**config.mk**
```make
export PLATFORM = sky130hd
export DESIGN_NAME = sequential_left_shift
export DESIGN_NICKNAME = d
export VERILOG_FILES = /design/src/rtl/sequential_left_shift.sv
export SDC_FILE = /design/constraint.sdc
export NUM_CORES = 1
export LEC_CHECK = 0
export CAP_MARGIN = 20
export CELL_PAD_IN_SITES_DETAIL_PLACEMENT = 2
export CELL_PAD_IN_SITES_GLOBAL_PLACEMENT = 2
export CORE_AREA = 2 2 64 66
export DETAILED_ROUTE_END_ITERATION = 7
export DIE_AREA = 0 0 66 68
export PLACE_DENSITY = 0.78
export SLEW_MARGIN = 20
export SYNTH_ARGS = -nofsm -noshare
export SYNTH_HDL_FRONTEND = slang
export SYNTH_SLANG_ARGS = --single-unit
```
**constraint.sdc**
```tcl
create_clock -name clk -period 1.02 [get_ports clk]
set_input_delay 0.102 -clock clk [delete_from_list [all_inputs] [get_ports clk]]
set_output_delay 0.102 -clock clk [all_outputs]
set_load 0.03 [all_outputs]
```
**src/rtl/sequential_left_shift.sv**
```systemverilog
// Multi-cycle left shifter for the ALU: shifts one bit per clock toward the
// MSB, either logical (zero fill) or rotate, with start/busy/done handshake
// and registered carry/zero status flags.
module sequential_left_shift #(
  parameter int WIDTH = 8,
  localparam int AW = (WIDTH > 1) ? $clog2(WIDTH) : 1
) (
  input  logic             clk,
  input  logic             rst,
  input  logic             start,
  input  logic [WIDTH-1:0] in,
  input  logic [AW-1:0]    amt,
  input  logic             mode,
  output logic [WIDTH-1:0] out,
  output logic             carry,
  output logic             zero,
  output logic             busy,
  output logic             done
);

  typedef enum logic [1:0] {
    IDLE  = 2'd0,
    SHIFT = 2'd1,
    DONE  = 2'd2
  } state_t;

  state_t          state;
  logic [AW-1:0]   count;
  logic            mode_r;
  logic [WIDTH-1:0] shift_nxt;

  // One-bit left step; rotate wraps the MSB into bit 0, logical fills zero.
  function automatic logic [WIDTH-1:0] shl_step(input logic [WIDTH-1:0] val,
                                                input logic             rot);
    shl_step = {val[WIDTH-2:0], (rot ? val[WIDTH-1] : 1'b0)};
  endfunction

  // Zero flag is derived from the value about to be written into out.
  function automatic logic is_zero(input logic [WIDTH-1:0] val);
    is_zero = (val == '0);
  endfunction

  // Next value of out while shifting, using the mode captured at start.
  always_comb begin
    shift_nxt = shl_step(out, mode_r);
  end

  // Control FSM with registered result, flags and handshake outputs.
  always_ff @(posedge clk or posedge rst) begin
    if (rst) begin
      state  <= IDLE;
      out    <= '0;
      carry  <= 1'b0;
      zero   <= 1'b0;
      busy   <= 1'b0;
      done   <= 1'b0;
      count  <= '0;
      mode_r <= 1'b0;
    end else begin
      case (state)
        // DONE accepts a new start exactly like IDLE so ops can run back to back.
        IDLE, DONE: begin
          done <= 1'b0;
          busy <= 1'b0;
          if (start) begin
            out    <= in;
            carry  <= 1'b0;
            zero   <= is_zero(in);
            mode_r <= mode;
            if (amt != '0) begin
              count <= amt;
              state <= SHIFT;
              busy  <= 1'b1;
            end else begin
              state <= DONE;
              done  <= 1'b1;
            end
          end else begin
            state <= IDLE;
          end
        end
        SHIFT: begin
          out   <= shift_nxt;
          carry <= out[WIDTH-1];
          zero  <= is_zero(shift_nxt);
          count <= count - 1'b1;
          if (count == AW'(1)) begin
            state <= DONE;
            busy  <= 1'b0;
            done  <= 1'b1;
          end
        end
        default: begin
          state <= IDLE;
          busy  <= 1'b0;
          done  <= 1'b0;
        end
      endcase
    end
  end

endmodule

```
==> results.txt, run 1 <==
* Status: finished with violations
- The final reports fail on setup timing.
* Cells after synthesis: 96
- After clock tree synthesis, the clock-pin slew on the worst setup and hold paths is 0.07 ns.
- Yosys attributes the largest share of cell area to dfrtp_1 (51%), nand2_1 (11%), a31oi_1 (5.9%).
- Row count: 23
* Period utilization: 1.091
* Ys async rst share: 1.000
- For this run, the leading register cell type out of synthesis is dfrtp_1.
- Die area: 4488 µm²
- In the global route stage, met1 resource usage came out at 0.1955.
- Dividing total power by cell area gives a power density of 3223 nW/µm².
- DIE WIDTH: 66 µm
* Final antenna diode count: 0
* Crit path setup slack, layout: -0.09301 ns
- In this run the tool buffered the top-level ports with 26 buffer cells.
* Slew Limit Headroom: 0.7969
- Prior to clock tree synthesis, the placed netlist has a worst setup slack of -0.3404 ns.
- Average detailed-routed wire length per instance: approximately 16 µm
- For the worst-skew pair, the clock arrives at the later sink with an insertion delay of 0.25 ns.
* Critical Setup Path Class: reg2reg
* Cell taking the most area after synthesis: dfrtp_1
- Counting flops and latches in the post-synthesis netlist gives 17.
- Worst min path class: in2async
- Maximum fanout count along the critical path: 7
- For this block, the via count after detailed routing is slightly above 900.
- The number of hold violations in the final report was 0.
- DPL Wire Length: 2.161 mm
- Entering global routing, the biggest net connects 18 pins.
- Depth of the CTS H-tree: 1
* Fmax: 898.5 MHz
- In this run, the number of DRC markers left after iteration 0 of detailed routing was 32.
- At the pin with the least slew margin, the transition time is 0.3019 ns.
* FF-to-FF setup slack: -0.09 ns
- Met3 track utilization from global routing: 0.02961
- The tree is rooted in a clkbuf_8.
- Via count of the first global-routing pass: 1083
- Max Transition Viols Final: 0
- Total grt overflow: 0
- The tree built by TritonCTS fans out to 17 sinks.
* Share of the synthesized area in the top cell type: 0.5052
* Setup repair after global routing missed its margin: yes
- Kind of start point of the critical path: flop
- STA puts the critical path data required time at 1.19 ns.
- Hold timing on the final database bottoms out at a slack of 0.1689 ns.
* Layout fillers: roughly 450
- Number of placed instances, taps included: about 180
- For this run, the number of Yosys warnings is 0.
- Buffer levels on the longest clock path: 2
- Overall Global Routing Usage: 0.1591
- Most frequently used cell type in the post-synthesis netlist: nand2_1
* Final standard cell count with taps included and fillers excluded: 196
- Number of flops mapped to enable cells by yosys: 0
- Standby leakage power: 0.0006617 µW
- Minimum clock period after layout: approximately 1.1 ns
- Starting utilization of the core area: 0.2184
- The design draws 4808 µW.
- CP endpoint kind: flop
* Total negative slack: -0.8223 ns
- Setup violations remaining at the end of the flow were counted as 17.
- The global routing stage identified its most utilized layer as met2.
- Layout cells sized above 1: 0.4315
- Number of nets in the finished design: 164
- In the routed design, unresolved DRC markers number 0.
- Met2 Usage GRT: 0.2891
- Wires add up to 3.121 mm.
* Initial antenna violation count: 0
- On the final layout, the worst clock skew is 0.004069 ns.
- Layout Area Growth over Synthesis: 77.12%
- Before antenna repair, the detailed router went through 4 iterations.
* CTS Buf Count: 3
- Max-cap violations: 0
* Die height: between 60 and 70 µm
- Each instance of the synthesized netlist takes up on average 8.771 µm².
- The first global-routing pass estimated between 5 and 6 mm of wire.
- Critical path arrival: 1.28 ns
- Sequential cell area fraction in the yosys report: 0.5052
- Antenna violation net count after detailed routing: 0
- Most frequent cells after synthesis: nand2_1 (24), dfrtp_1 (17), a31oi_1 (8)
- Area of the mapped netlist: 842.1 µm²
- Number of placed I/O pins: 27
- Post-CTS Hold Buffers: 0
- TritonCTS built the clock tree.
* Routability Congestion: 0.7971
- Counting distinct cell types in the post-synthesis netlist gives 23.
- VDD sags by at most 1159 µV.
- Placeable Area: between 3000 and 4000 µm²
- Vias per Instance: 4.750
- When the netlist entered floorplanning its net count stood at 113.
cells in the final DEF, fill, tap and decap left out, drive strengths merged, types with 2 or more instances in the layout:
| cell type | n |
|---|---|
| buf | 35 |
| nand2 | 24 |
| dfrtp | 17 |
| clkdlybuf4s50 | 14 |
| a31oi | 8 |
| nor2 | 7 |
| o21ai | 6 |
| nand3 | 6 |
| nand2b | 4 |
| clkbuf | 4 |
| inv | 3 |
| nor4 | 3 |
| and2b | 2 |
| nor3 | 2 |
| a21oi | 2 |
| a22oi | 2 |
| o211ai | 2 |
| ha | 2 |
layout make-up:
cell class                      instances  area (µm²)  share of cell area
Timing Repair Buffer                   49       451.7              0.3029
Clock buffer                            4       45.04             0.03020
Multi-Input combinational cell         73       493.0              0.3305
Tap cell                               50       62.56             0.04195
Inverter                                3       11.26            0.007550
Sequential cell                        17       427.9              0.2869
report_power, final:
part           switching (µW)  internal [µW]  total (µW)  leakage (µW)
sequential                334           1010        1340      0.000198
combinational            1580           1380        2960      0.000440
clock                     228            277         505     0.0000228
total                    2140           2670        4810      0.000662
sequential cells by signal, summed over array words and instances, names as in the netlist:
signal,cells
state,1
zero,1
done,1
carry,1
mode_r,1
busy,1
out,8
count,3
stage by stage:
step,area (µm²),util
after floorplan,870.8,-
after global routing,1491,0.3868
after CTS,1429,0.3705
after detailed placement,1245,0.3228
after global placement,1245,0.3228
final,1491,0.3868
path summary, 6_finish.rpt:
check                         start        to  depth (start not counted)
max                        state[0]  count[1]                          3
min                             rst     carry                          3
max reg2reg                state[0]  count[1]                          3
min reg2reg                  mode_r    mode_r                          2
max in group asynchronous       rst      done                          3
min in group clk               mode    mode_r                          3
worst max-delay path, stage by stage, from the launching register on:
cell and delay [ns]:
dfrtp_2 0.44, and2b_4 0.34, a21oi_1 0.10, a22oi_1 0.15
cell families after synthesis:
group / synth area share
AOI/OAI and AO/OA: 0.1426
xor gates and xnor gates: 0.01040
adders and majority gates: 0.02971
buffers and inverters: 0.04902
DFF: 0.5052
and+or+nand+nor: 0.2630
per-layer routing:
layer | routed length (µm) | up-vias
met1 | 1323 | 472
met4 | 8 | 0
met3 | 166 | 2
met5 | 0 | -
li1 | - | 433
met2 | 1623 | 24
repair_timing:
action / in CTS / in global routing
setup endpoints to repair: 22 / 23
buffers inserted: 5 / 0
resized for setup: 25 / 16
pin swaps: 7 / 11
gates cloned: 3 / 0
Note: power is estimated with default switching activity, not from simulation.
==> run 2, diff against run 1 <==
--- a/config.mk
+++ b/config.mk
@@ -9,6 +9,7 @@
 export CELL_PAD_IN_SITES_DETAIL_PLACEMENT = 2
 export CELL_PAD_IN_SITES_GLOBAL_PLACEMENT = 2
 export CORE_AREA = 2 2 64 66
+export CTS_CLUSTER_DIAMETER = 60
 export DETAILED_ROUTE_END_ITERATION = 7
 export DIE_AREA = 0 0 66 68
 export PLACE_DENSITY = 0.78
==> results of run 2 <==
The final DEF is identical to that of run 1; final timing and power are the same.
